<file path="src/rtl/fetch_pkg.sv">
// Shared types and widths for the instruction fetch stage.
// Holds the fetch FSM state encoding and the address / instruction widths.
// Imported by fetch_unit; contains no logic.
package fetch_pkg;

  localparam int ADDR_W  = 16;
  localparam int INSTR_W = 32;

  typedef enum logic [1:0] {
    ST_BOOT = 2'd0,
    ST_RUN  = 2'd1,
    ST_HALT = 2'd2
  } fetch_state_e;

endpackage

</file>
<file path="src/rtl/fetch_unit.sv">
// Instruction fetch stage: owns the PC, addresses a synchronous-read instruction
// memory and presents {instr, instr_pc} to decode, one instruction per cycle.
// Latency: 1 cycle address-to-instr_valid; stall re-reads the outstanding
// address, redirect retargets with zero bubble and wins over stall.
// Ports: clk/reset (sync, active-high); imem_a/imem_rd memory side; stall,
// redirect, redirect_pc from decode/execute; instr, instr_pc, instr_valid,
// fetch_fault, fetch_count towards decode.
module fetch_unit
  import fetch_pkg::*;
#(
  parameter logic [ADDR_W-1:0] RESET_PC = 16'h0000,
  parameter int unsigned       MEM_SIZE = 1450
) (
  input  logic               clk,
  input  logic               reset,
  output logic [ADDR_W-1:0]  imem_a,
  input  logic [INSTR_W-1:0] imem_rd,
  input  logic               stall,
  input  logic               redirect,
  input  logic [ADDR_W-1:0]  redirect_pc,
  output logic [INSTR_W-1:0] instr,
  output logic [ADDR_W-1:0]  instr_pc,
  output logic               instr_valid,
  output logic               fetch_fault,
  output logic [31:0]        fetch_count
);

  fetch_state_e      state_q, state_d;
  logic [ADDR_W-1:0] pc_q, pc_d;
  logic [ADDR_W-1:0] f_pc_q, f_pc_d;
  logic              f_valid_q, f_valid_d;
  logic [31:0]       count_q;

  function automatic logic in_range(input logic [ADDR_W-1:0] a);
    return 32'(a) < MEM_SIZE;
  endfunction

  // An instruction is consumed only when shown, not stalled and not killed.
  logic accept;
  assign accept = instr_valid && !stall && !redirect;

  always_comb begin
    state_d   = state_q;
    pc_d      = pc_q;
    f_pc_d    = f_pc_q;
    f_valid_d = f_valid_q;
    imem_a    = pc_q;

    unique case (state_q)
      ST_BOOT: begin
        imem_a = RESET_PC;
        if (in_range(RESET_PC)) begin
          f_pc_d    = RESET_PC;
          f_valid_d = 1'b1;
          pc_d      = RESET_PC + 16'd1;
          state_d   = ST_RUN;
        end else begin
          f_valid_d = 1'b0;
          state_d   = ST_HALT;
        end
      end

      ST_RUN: begin
        if (redirect) begin
          if (in_range(redirect_pc)) begin
            imem_a    = redirect_pc;
            f_pc_d    = redirect_pc;
            f_valid_d = 1'b1;
            pc_d      = redirect_pc + 16'd1;
          end else begin
            imem_a    = f_pc_q;
            f_valid_d = 1'b0;
            state_d   = ST_HALT;
          end
        end else if (stall) begin
          // Re-issue the outstanding address so imem_rd stays put next cycle.
          imem_a = f_pc_q;
        end else if (in_range(pc_q)) begin
          imem_a    = pc_q;
          f_pc_d    = pc_q;
          f_valid_d = 1'b1;
          pc_d      = pc_q + 16'd1;
        end else begin
          imem_a    = f_pc_q;
          f_valid_d = 1'b0;
          state_d   = ST_HALT;
        end
      end

      ST_HALT: begin
        // Only an in-range redirect restarts fetch; everything else is ignored.
        if (redirect && in_range(redirect_pc)) begin
          imem_a    = redirect_pc;
          f_pc_d    = redirect_pc;
          f_valid_d = 1'b1;
          pc_d      = redirect_pc + 16'd1;
          state_d   = ST_RUN;
        end
      end

      default: begin
        state_d = ST_BOOT;
      end
    endcase

    // While reset is held the memory is pointed at the boot address.
    if (reset) begin
      imem_a = RESET_PC;
    end
  end

  always_ff @(posedge clk) begin
    if (reset) begin
      state_q   <= ST_BOOT;
      pc_q      <= RESET_PC;
      f_pc_q    <= RESET_PC;
      f_valid_q <= 1'b0;
      count_q   <= 32'd0;
    end else begin
      state_q   <= state_d;
      pc_q      <= pc_d;
      f_pc_q    <= f_pc_d;
      f_valid_q <= f_valid_d;
      if (accept) begin
        count_q <= count_q + 32'd1;
      end
    end
  end

  assign instr       = imem_rd;
  assign instr_pc    = f_pc_q;
  assign instr_valid = f_valid_q && (state_q == ST_RUN);
  assign fetch_fault = (state_q == ST_HALT);
  assign fetch_count = count_q;

endmodule

</file>
<file path="config.mk">
export PLATFORM = sky130hd
export DESIGN_NAME = fetch_unit
export DESIGN_NICKNAME = d
export VERILOG_FILES = /design/src/rtl/fetch_pkg.sv /design/src/rtl/fetch_unit.sv
export SDC_FILE = /design/constraint.sdc
export NUM_CORES = 1
export LEC_CHECK = 0
export ABC_CLOCK_PERIOD_IN_PS = 6300
export BUFFER_PORTS_ARGS = -buffer_cell sky130_fd_sc_hd__buf_2
export CAP_MARGIN = 10
export CORE_ASPECT_RATIO = 1.25
export CORE_MARGIN = 10
export CORE_UTILIZATION = 40
export DETAILED_ROUTE_END_ITERATION = 10
export PLACE_DENSITY = 0.65
export SYNTH_ARGS = -nofsm -noshare
export SYNTH_HDL_FRONTEND = slang
export SYNTH_SLANG_ARGS = --single-unit
</file>
<file path="constraint.sdc">
create_clock -name clk -period 6.3 [get_ports clk]
set_input_delay 0 -clock clk [delete_from_list [all_inputs] [get_ports clk]]
set_output_delay 0 -clock clk [all_outputs]
set_load 0.01 [all_outputs]
</file>
# ---- Yosys cells after proc, flatten, opt, wreduce, memory -nomap -nowiden
# Index checks and enable logic that the tools add are counted.
# Widths: inputs -> output; s select.
dict set report totals {
  n_memories 0
  ram_bits 0
  input_bits 52
  elab_cells 57
  output_inout_bits 98
  regBits 67
  mem_bits_ro 0
  latchBits 0
}
dict set report classes {
  n_div 0
  reduce_logical 12
  addsub 3
  multipliers 0
  n_lt_le_gt_ge 2
  eq_ne 8
  bitwise 0
  shift 0
  n_mux 27
}
# operator count
set op_table {}
lappend op_table {{$mux 16} 12}
lappend op_table {{$pmux 16 s3} 3}
lappend op_table {{$add 16x1->16 const B} 2}
lappend op_table {{$add 32x1->32 const B} 1}
lappend op_table {{$lt 16x11->1 const B} 2}
lappend op_table {{$ne 3x3->1 const B} 5}
lappend op_table {{$mux 2} 5}
lappend op_table {{$pmux 2 s3} 1}
lappend op_table {{$mux 1} 5}
lappend op_table {{$reduce_and 5->1} 1}
lappend op_table {{$logic_and 1x1->1} 4}
lappend op_table {{$reduce_and 4->1} 1}
lappend op_table {{$pmux 1 s3} 1}
lappend op_table {{$reduce_and 3->1} 1}
lappend op_table {{$reduce_bool 3->1} 1}
lappend op_table {{$eq 2x1->1 const B} 1}
lappend op_table {{$eq 2x2->1 const B} 1}
lappend op_table {{$logic_not 1->1} 2}
lappend op_table {{$logic_not 2->1} 1}
lappend op_table {{$ne 2x1->1 const B} 1}
lappend op_table {{$reduce_and 2->1} 1}

# ---- Depth between registers and ports, before layout
# Gate-level depths: netlist of the first run.
dict set report depth {
  ltp_word 6
  ltp_mapped 10
  depth_no_buf 8
}

# ---- Least setup slack after synthesis of the first run
# No wires, ideal clock.
dict set report synth_timing {
  path_type {reg2reg}
  from {register state_q[0]}
  to {register f_pc_q[7] (netlist: instr_pc[7])}
  synth_period_minus_slack_ns 2.120
  slack_ns 4.180
  arrival_time_ns 1.987
  required_time_ns 6.168
  path_buffers 2
  setup_time_ns 0.132
  path_stages_with_launch 11
  path_cell_list {dfxtp_1 inv_1 ha_1 clkbuf_1 nand3_1 a211oi_1 nor3_2 and2_2 buf_6 a32oi_1 a21oi_1}
}
dict set report synth_between {
  elab_chain_cells 3
  word_cells_on_any_way 7
  cone_classes {eq/ne (3); mux (1); reduce/logical (3)}
}
# element line_no
set synth_lines {}
lappend synth_lines {{start: declaration} fetch_unit.sv:28} ;# fetch_state_e state_q, state_d;
lappend synth_lines {{start signal: assignment} fetch_unit.sv:120} ;# state_q <= state_d;
lappend synth_lines {{$eq 2x2->1 *} --}
lappend synth_lines {{net fetch_fault} fetch_unit.sv:24} ;# output logic fetch_fault,
lappend synth_lines {{$ne 2x1->1 (no line) or $reduce_bool 3->1 (tied branches)} --}
lappend synth_lines {{$reduce_and 2->1 (no line)} --}
lappend synth_lines {{end signal: assignment} fetch_unit.sv:122} ;# f_pc_q <= f_pc_d;
lappend synth_lines {{end: declaration} fetch_unit.sv:30} ;# logic [ADDR_W-1:0] f_pc_q, f_pc_d;
# The timed path passes the listed nets; every way through them passes the cells marked *.
# A chain may end at the register's enable or synchronous reset.

# ---- Final worst setup path of the first run
dict set report layout_timing {
  from {register state_q[0]}
  to {output imem_a[11]}
}
dict set report layout_between {
  elab_chain_cells 3
  word_cells_on_any_way 5
  cone_classes {eq/ne (2); mux (2); reduce/logical (1)}
}
# element line_no
set layout_lines {}
lappend layout_lines {{$eq 2x2->1, or another cell as far along} fetch_unit.sv:49} ;# unique case (state_q)
lappend layout_lines {{$pmux 16 s3 *} fetch_unit.sv:49}
lappend layout_lines {{$mux 16 *} fetch_unit.sv:107} ;# if (reset) begin
lappend layout_lines {{end: declaration} fetch_unit.sv:16} ;# output logic [ADDR_W-1:0] imem_a,
# Mark *: on every way between the ends. The rest lies on a longest branch, timed or not.

==> key figures, run 1 <==
Synthesis
  • Syn_nets: 636
  • Synth Instances: 577
  • Synth warn: 0
  • Netlist Area Pre-Place: 4640 µm²
  • Sequential-to-total area share from yosys stat: 0.289
  • Most used DFF post-synth: dfxtp_1
  • Synth cell types: 68
  • Avg Cell Area, Syn: 8.03 µm²
  • Number of enable flip-flop cells after synthesis: 0
  • Register bit total from synthesis: 67
  • FFs w/ async S/R, synth: 0

Floorplanning
  • I/O pin total: 150
  • Row count: 43
  • Die Y: 140 µm
  • Die ar.: 16300 µm²
  • Floorplan core area: 11200 µm²
  • Starting density of the core: 0.412
  • Die X: 116 µm

Setup path
  • R2r worst-path depth: 9
  • Crit-path max FO: 38
  • CP required: 6.30 ns
  • Worst Setup Path Type: flip-flop to output pin
  • Startpoint types: flip-flop
  • Critical Path Sink Type: output pin
  • Worst EP arrival: 3.13 ns

Route
  • DRC viols: 0
  • WL/cell: 19.1 µm
  • Avg Vias per Cell: 6.11
  • Post-route ant nets: 0
  • Via count: 4513
  • First drt pass iteration count: 5
  • Iteration-0 DRC Markers: 398
  • WL final: 14.1 mm

Place
  • Final Wtd Congestion: 0.954
  • Worst slack, placed: 3.46 ns
  • I/O Buffers: 85
  • DP Area: 4770 µm²
  • Cells after DPL: 723
  • DP Wirelength: 10.1 mm

Clocking
  • CTS tree: built
  • Clock Root Buffer: clkbuf_16
  • Post-CTS Setup Bufs: 0
  • Clock Sinks: 67
  • Clock Latency Late Sink: 0.34 ns
  • Post-CTS Resized: 0
  • Hold Buf Count CTS: 0
  • Num CTS Buffers: 9
  • CTS HTree Levels: 3
  • Clk slew on worst S/H paths: 0.06 ns
  • Maximum clock path buffer count: 2

Cells and area
  • Area Growth Syn to Fin: 9.64%
  • Commonest non-fill, non-tap cell in the layout: buf_2
  • Fillers: 1104
  • Layout cell share with drive strength beyond 1: 0.227
  • Ant. Diodes: 0
  • Nets: 658
  • Area of the multi-input gates: 2740 µm²
  • Post-Layout Cell Count: 739
  • Register area: 1340 µm²
  • Design area: 5080 µm²
  • Leading cell types in the layout, fill and taps excluded: buf_2, dfxtp_1, nor2_1
  • Final Util: 0.452

STA
  • Endpoints failing hold: 0
  • Minimum clock period: 3.13 ns
  • Max_slew headroom: 0.378
  • Least-Margin Pin Slew: 0.933 ns
  • F_max: 319 MHz
  • Worst Skew: 0.00860 ns
  • Post-route setup TNS: 0 ns
  • Setup slack after layout: 3.17 ns
  • Final setup fails: 0
  • Final period util: 0.497
  • Pins Over Slew Limit: 0
  • RSZ-0062 raised after global routing: no

Global route
  • GRT Overall Usage: 0.169
  • Gr ovfl total: 0
  • First-pass GRT wire length: 22.6 mm
  • Initial antenna violation count: 0
  • Largest net degree at the start of global routing: 77
  • Vias in the first global route: 4444

Power
  • PD cells: 294 nW/µm²
  • Peak supply drop: 0.163 mV
  • P_leak: 1.91 nW

Run status
  • Status: complete, no violations

Min path
  • Hold Path Depth: 0
  • Hold Crit Class: primary input to output pin

Job
  • Max Cap Viol: 0
## per-stage QoR
step                      hold slack [ns]  total power, W
after global placement          0.0000686        0.000959
after floorplan                    0.0918        0.000883
after detailed placement        0.0000686        0.000965
final                          0.00000329         0.00150
after CTS                       0.0000686         0.00150
after global routing            0.0000150         0.00158
## area by class of cell
type,count,share of cell area
Sequential cell,67,0.264
Inverter,20,0.0148
Tap cell,135,0.0332
Timing Repair Buffer,88,0.0881
Clock inverter,6,0.0143
Clock buffer,10,0.0470
Multi-Input combinational cell,413,0.539
## where the power goes
group,switching [W],total [W],internal (W)
clock network,0.000208,0.000529,0.000321
registers,0.0000430,0.000489,0.000446
logic,0.000305,0.000479,0.000174
total,0.000556,0.00150,0.000941
## registers in the layout (all words and copies together), names as in the netlist
name,count
fetch_count,32
instr_pc,16
pc_q,16
state_q,2
f_valid_q,1
## cell usage after synthesis, drive strengths merged (14+ instances only)
library cell  count  area share
nand3            26       0.028
inv              20       0.016
nor3             18       0.021
dfxtp            67        0.29
a221oi           18       0.035
nand2            34       0.028
a211oi           14       0.028
nor2             51       0.043
buf              52       0.082
o21ai            21       0.023
xnor2            31       0.059
a21oi            38       0.041
clkbuf           25       0.022
## kinds of logic (layout without fill, tap and decap cells)
logic type	after synthesis	in the layout	synth area share
and+or+nand+nor	201	201	0.227
AOI/OAI and AO/OA	157	157	0.251
xor gates and xnor gates	41	41	0.0775
muxes	7	7	0.0167
adders and majority gates	7	7	0.0189
buffers and inverters	97	124	0.120
DFF	67	67	0.289
## worst max-delay path: stages, from the launching register on
cell	delay (ns)
dfxtp_1	0.33
inv_1	0.10
ha_1	0.15
buf_4	0.35
nand3_1	0.12
a211oi_1	0.50
or3_1	0.73
a2bb2oi_1	0.20
nor2_1	0.11
buf_2	0.17
## per-layer routing
metal	wire length, µm	vias to the layer above	track usage
met5	0	-	0
met2	6420	246	0.260
li1	-	2115	-
met3	1490	40	0.0577
met1	5800	2112	0.201
met4	420	0	0.0911
## final timing paths
check / slack [ns] / startpoint / end
max: 3.17 / state_q[0] / imem_a[11]
min: 0.000003 / imem_rd[9] / instr[9]
max reg2reg: 3.37 / state_q[0] / instr_pc[15]
min reg2reg: 0.49 / instr_pc[15] / instr_pc[15]
Power figures use the tool's default switching activity.
==> run 2: changes to the inputs <==
Settings changed: ABC_CLOCK_PERIOD_IN_PS 6300 to 3200.
Clock period 6.3 ns to 3.2 ns, I/O delays scaled along.
==> run 2 against run 1 <==
Against the previous run: clock power is 120% higher; critical path depth shrank 2; combinational power grew 100%; count of clock-buffer cells in the layout down 1; first-iteration DRC count is 14% lower; die area is the same; sequential share of layout area shrank 0.26 points; power grew 110%; final cell count increased by 0.27%; largest cell class unchanged.
==> key figures, run 2 (synthesis results as in run 1) <==
Cells and area
  • Commonest non-fill, non-tap cell in the layout: buf_2
  • Layout cell share with drive strength beyond 1: 0.229 (+0.00255)
  • Area Growth Syn to Fin: 10.7%
  • Design area: 5130 µm² (+0.98%)
  • Fillers: 1140 (+3.3%)
  • Max FFs per register: 32 (unchanged)
  • Nets: 661 (+0.46%)
  • Leading cell types in the layout, fill and taps excluded: buf_2, dfxtp_1, nor2_1
  • Ant. Diodes: 0 (unchanged)

Route
  • WL/cell: 19.9 µm (+4.3%)
  • First drt pass iteration count: 5 (unchanged)
  • Via count: 4534 (+0.47%)
  • DRC viols: 0 (unchanged)
  • Iteration-0 DRC Markers: 343 (-14%)
  • WL final: 14.8 mm (+4.6%)
  • Avg Vias per Cell: 6.12 (+0.19%)
  • Post-route ant nets: 0 (unchanged)

STA
  • Max_slew headroom: 0.298 (-0.0794)
  • Worst Skew: 0.00877 ns (+0.000176 ns)
  • Endpoints failing hold: 0 (unchanged)
  • RSZ-0062 raised after global routing: no
  • Final period util: 0.894
  • Minimum clock period: 2.86 ns
  • Post-route setup TNS: 0 ns (unchanged)
  • Pins Over Slew Limit: 0 (unchanged)
  • F_max: 350 MHz
  • Final setup fails: 0 (unchanged)
  • Least-Margin Pin Slew: 1.05 ns (+0.119 ns)

Power
  • Switching Share: 0.356 (-0.0153)
  • Peak supply drop: 0.283 mV (+74%)
  • P_leak: 1.94 nW (+1.2%)
  • Switching power: 0.00110 W (+98%)
  • Combinational fraction of design power: 0.313 (-0.007)
  • Flop pwr share: 0.311 (-0.016)
  • Internal Power: 0.00199 W (+110%)
  • Pwr Total: 0.00309 W (+110%)
  • PD cells: 602 nW/µm² (+100%)
  • Clock power frac: 0.376 (+0.022)

Global route
  • GRT Overall Usage: 0.179 (+0.00931)
  • First-pass GRT wire length: 23.5 mm (+4.0%)
  • Gr ovfl total: 0 (unchanged)
  • Vias in the first global route: 4422 (-0.50%)
  • Initial antenna violation count: 0 (unchanged)
  • Largest net degree at the start of global routing: 55 (-29%)

Clocking
  • Hold Buf Count CTS: 0 (unchanged)
  • Post-CTS Resized: 0 (unchanged)
  • Post-CTS Setup Bufs: 0 (unchanged)
  • Maximum clock path buffer count: 2 (unchanged)
  • Clock Sinks: 67 (unchanged)
  • Clk slew on worst S/H paths: 0.06 ns (about the same)
  • Clock Root Buffer: clkbuf_16
  • Num CTS Buffers: 9 (unchanged)
  • CTS tree: built
  • CTS HTree Levels: 3 (unchanged)
  • Clock Latency Late Sink: 0.34 ns (about the same)

Floorplanning
  • Row count: 43 (unchanged)
  • Die ar.: 16300 µm² (unchanged)
  • I/O pin total: 150 (unchanged)
  • Die X: 116 µm (unchanged)
  • Die Y: 140 µm (unchanged)
  • Starting density of the core: 0.412 (unchanged)
  • Floorplan core area: 11200 µm² (unchanged)

Setup path
  • CP required: 3.20 ns (-3.10 ns)
  • Critical Path Sink Type: output pin
  • Worst R2R Start: state_q[0]
  • Worst EP arrival: 2.86 ns (-0.27 ns)
  • R2r worst-path depth: 8 (-1)
  • Setup slack, reg-to-reg: 0.70 ns (-2.67 ns)
  • Worst Setup Path Type: flip-flop to output pin
  • Startpoint types: flip-flop
  • R2R Path End: pc_q[15]
  • Crit-path max FO: 12 (-68%)

Place
  • I/O Buffers: 85 (unchanged)
  • DP Area: 4790 µm² (+0.47%)
  • Final Wtd Congestion: 0.976 (+2.3%)
  • DP Wirelength: 10.9 mm (+8.0%)

Job
  • Max Cap Viol: 0 (unchanged)

Min path
  • Hold endpoint: instr[9]
  • Hold Path Depth: 0 (unchanged)
  • Hold_sp: imem_rd[9]
  • Hold Crit Class: primary input to output pin

Run status
  • Status: complete, no violations
-- run 2: cell count changes in the layout (fill, tap and decap cells not counted) --
| cell | before | now |
|---|---|---|
| buf_4 | 3 | 6 |
| bufinv_16 | 1 | 3 |
| clkinv_4 | 2 | 0 |
| clkbuf_8 | 1 | 0 |
| clkinvlp_4 | 1 | 2 |
| inv_6 | 2 | 1 |
-- run 2: how the worst max path moves through the flow --
| stage | startpoint | to | cells past startpoint |
|---|---|---|---|
| after floorplan | state_q[0] | instr_pc[7] | 10 |
| after global placement | redirect_pc[9] | pc_q[11] | 7 |
| after detailed placement | redirect_pc[9] | pc_q[13] | 7 |
| after CTS | pc_q[11] | imem_a[3] | 7 |
| after global routing | pc_q[11] | imem_a[3] | 7 |
| final | pc_q[11] | imem_a[3] | 7 |
-- run 2: power by group through the flow --
| stage | Sequential, W | Combinational, W | Clock, W |
|---|---|---|---|
| global route | 0.000968 | 0.00106 | 0.00121 |
| global placement | 0.000973 | 0.000954 | 0 |
| CTS | 0.000957 | 0.000958 | 0.00118 |
| finish | 0.000960 | 0.000967 | 0.00116 |
| detailed placement | 0.000976 | 0.000952 | 0 |
| floorplan | 0.000930 | 0.000808 | 0 |
-- run 2: per-layer routing --
metal | wire, µm | share of wire | GRT usage
met2 | 6970 | 0.47 | 0.277
met5 | 0 | 0 | 0
met3 | 1180 | 0.080 | 0.0470
met1 | 6130 | 0.41 | 0.218
met4 | 493 | 0.033 | 0.0977
-- run 2: area by class of cell --
type                            count  area [µm²]  area share
Tap cell                          135         169      0.0329
Multi-Input combinational cell    413        2740       0.533
Clock buffer                        9         225      0.0439
Inverter                           20        75.1      0.0146
Sequential cell                    67        1340       0.261
Clock inverter                      6         114      0.0222
Timing Repair Buffer               91         470      0.0917
-- run 2: metrics by stage --
stage | std cells | setup WS, ns | util | hold slack, ns
3_3_place_gp | 726 | 0.761 | 0.426 | 0.0000686
5_1_grt | 741 | 0.108 | 0.456 | 0.0000150
4_1_cts | 741 | 0.380 | 0.456 | 0.0000686
6_report | 741 | 0.339 | 0.456 | 0.00000329
3_5_place_dp | 726 | 0.742 | 0.426 | 0.0000686
2_1_floorplan | 577 | 1.08 | - | 0.0918
-- run 2: critical path, cell delays in order, from the launching register on --
cell and delay, ns:
dfxtp_1 0.35, nor4_1 0.43, nand3_1 0.42, o22ai_2 0.53
nor2_1 0.07, or3_1 0.34, a221oi_2 0.21, buf_2 0.18
==> run 3: changes to the inputs <==
Settings changed: ABC_CLOCK_PERIOD_IN_PS 3200 to 3000, GPL_TIMING_DRIVEN set to 0.
Clock period 3.2 ns to 3 ns, I/O delays scaled along.
==> run 3 against run 2 <==
Against the previous run: flip-flop and latch count stayed put; clock power about the same; count of clock-buffer cells in the layout did not move; non-clock buffer count up 101; die area is the same; combinational power is 25% higher; clock skew is 0.0012 ns higher; worst setup slack got worse by 0.17 ns; wire length increased by 11%; hold slack better by 0.10 ns.
==> key figures, run 3 (synthesis results as in run 1) <==
Setup path
  • R2R Path End: pc_q[5]
  • R2r worst-path depth: 10 (+2)
  • Worst R2R Start: state_q[0]
  • Critical Path Sink Type: output pin
  • Startpoint types: flip-flop
  • CP Cell Sequence: buf_2 -> o211ai_1 -> a211oi_4 -> or2_1 -> clkbuf_4 -> o21ai_0 -> or3_1 -> a221oi_2 -> buf_2
  • CP Buf/Inv Count: 3 (+2)
  • Biggest cell delay along the critical path: 0.40 ns (-0.13 ns)
  • CP required: 3.00 ns (-0.20 ns)
  • Crit-path max FO: 10 (-2)
  • Crit-path leading delay family: compound AO/OA/AOI/OAI gates
  • Worst Setup Path Type: flip-flop to output pin
  • Cell mode on critical path: buf_2
  • Critical path's slowest cell: or3_1
  • Worst EP arrival: 2.84 ns (-0.02 ns)
  • Setup slack, reg-to-reg: 0.42 ns (-0.28 ns)

STA
  • Endpoints failing hold: 0 (unchanged)
  • Final setup fails: 0 (unchanged)
  • Minimum clock period: 2.84 ns
  • Final period util: 0.945
  • Post-route setup TNS: 0 ns (unchanged)
  • Least-Margin Pin Slew: 0.687 ns (-0.366 ns)
  • Pins Over Slew Limit: 0 (unchanged)
  • Worst Skew: 0.0100 ns (+0.00125 ns)
  • Max_slew headroom: 0.540 (+0.241)
  • F_max: 353 MHz

Route
  • WL/cell: 19.5 µm (-2.2%)
  • Post-route ant nets: 0 (unchanged)
  • First drt pass iteration count: 5 (unchanged)
  • Via count: 4879 (+7.6%)
  • DRC viols: 0 (unchanged)
  • Iteration-0 DRC Markers: 427 (+24%)
  • WL final: 16.4 mm (+11%)
  • Avg Vias per Cell: 5.79 (-5.3%)

Power
  • PD cells: 587 nW/µm² (-2.4%)
  • Pwr Total: 0.00336 W (+8.7%)
  • P_leak: 2.32 nW (+20%)
  • Peak supply drop: 0.314 mV (+11%)

Clocking
  • Clock Root Buffer: clkbuf_16
  • Clock Latency Late Sink: 0.34 ns (about the same)
  • CTS HTree Levels: 3 (unchanged)
  • CTS tree: built
  • Maximum clock path buffer count: 2 (unchanged)
  • Clock Sinks: 67 (unchanged)
  • Clk slew on worst S/H paths: 0.06 ns (about the same)
  • Num CTS Buffers: 9 (unchanged)

Cells and area
  • Leading cell types in the layout, fill and taps excluded: buf_2, dfxtp_1, nor2_1
  • Area Growth Syn to Fin: 23.4%
  • Commonest non-fill, non-tap cell in the layout: buf_2
  • Layout cell share with drive strength beyond 1: 0.310 (+0.0804)
  • Design area: 5720 µm² (+11%)
  • Max FFs per register: 32 (unchanged)
  • Nets: 762 (+15%)
  • Ant. Diodes: 0 (unchanged)

Global route
  • GRT Overall Usage: 0.194 (+0.0157)
  • Met2 track demand over resource: 0.334 (+0.0567)
  • Vias in the first global route: 4940 (+12%)
  • First-pass GRT wire length: 25.5 mm (+8.1%)
  • GR met1 Demand/Resource: 0.213 (-0.00470)
  • Gr ovfl total: 0 (unchanged)
  • Met3 usage: 0.0628 (+0.0158)
  • Initial antenna violation count: 0 (unchanged)
  • Gr busiest metal: met2
  • Largest net degree at the start of global routing: 13 (-76%)

Floorplanning
  • Starting density of the core: 0.412 (unchanged)
  • Row count: 43 (unchanged)
  • Die ar.: 16300 µm² (unchanged)
  • Floorplan core area: 11200 µm² (unchanged)
  • Die X: 116 µm (unchanged)
  • I/O pin total: 150 (unchanged)
  • Die Y: 140 µm (unchanged)

Job
  • Max Cap Viol: 0 (unchanged)

Place
  • DP Wirelength: 12.7 mm (+17%)
  • I/O Buffers: 111 (+31%)
  • DP Area: 5360 µm² (+12%)
  • Final Wtd Congestion: 0.969 (-0.69%)

Min path
  • Hold Path Depth: 3 (+3)
  • Hold_sp: redirect_pc[10]
  • Hold endpoint: instr_pc[10]
  • Hold Crit Class: primary input to flip-flop

Run status
  • Status: complete, no violations
==> run 3: changes by cell type in the layout (fill, tap and decap cells not counted), sizes merged <==
cell,before,now
buf,91,166
bufinv,3,2
clkbuf,9,34
clkinv,0,2
clkinvlp,2,1
dlygate4sd3,0,1
==> run 3: layout make-up <==
class	count	area (µm²)
inverters	20	75.1
clock inverters	6	90.1
multi-input cells	413	2750
plain buffers	77	483
repair buffers	115	588
flip-flops and latches	67	1340
well taps	135	169
clock buffers	9	225
fillers	1088	5530
==> run 3: timing repair <==
| action | CTS | global route |
|---|---|---|
| endpoints found under the hold margin | 1 | 0 |
| endpoints found under the setup margin | 5 | 5 |
| resized for setup | 1 | 3 |
| pin swaps | 0 | 1 |
| hold buffers | 1 | 0 |
| buffers inserted | 0 | 3 |
==> run 3: how the worst max path moves through the flow <==
| stage | cells past startpoint | start | slack [ns] | endpoint |
|---|---|---|---|---|
| 2_1_floorplan | 10 | state_q[0] | 0.88 | instr_pc[7] |
| 3_3_place_gp | 10 | state_q[0] | 0.11 | instr_pc[8] |
| 3_5_place_dp | 10 | state_q[0] | 0.08 | instr_pc[7] |
| 4_1_cts | 10 | state_q[0] | 0.12 | imem_a[11] |
| 5_1_grt | 9 | pc_q[1] | -0.005 | imem_a[3] |
| 6_report | 9 | pc_q[1] | 0.16 | imem_a[3] |
==> run 3: worst min-delay path: stages <==
cell      delay, ns
buf_2          0.15
a221oi_1       0.10
nor3_1         0.15
==> run 3: power breakdown <==
part           switching [W]  leakage (nW)  total [W]  internal [W]
logic               0.000743          1.63    0.00121      0.000469
clock network       0.000430         0.152    0.00116      0.000726
registers          0.0000548         0.541   0.000991      0.000936
total                0.00123          2.32    0.00336       0.00213
==> run 3: per-layer routing <==
layer | wire (µm) | share of wire
met1 | 6350 | 0.39
met5 | 0 | 0
met4 | 500 | 0.030
met2 | 8140 | 0.50
met3 | 1440 | 0.087
==> run 3: through the flow <==
stage	worst slack, ns	std cells	hold WS (ns)	utilization
2_1_floorplan	0.880	577	0.0918	-
3_3_place_gp	0.110	823	0.190	0.477
3_5_place_dp	0.0782	823	0.189	0.477
4_1_cts	0.117	839	0.0862	0.506
5_1_grt	-0.00517	842	0.120	0.509
6_report	0.165	842	0.102	0.509
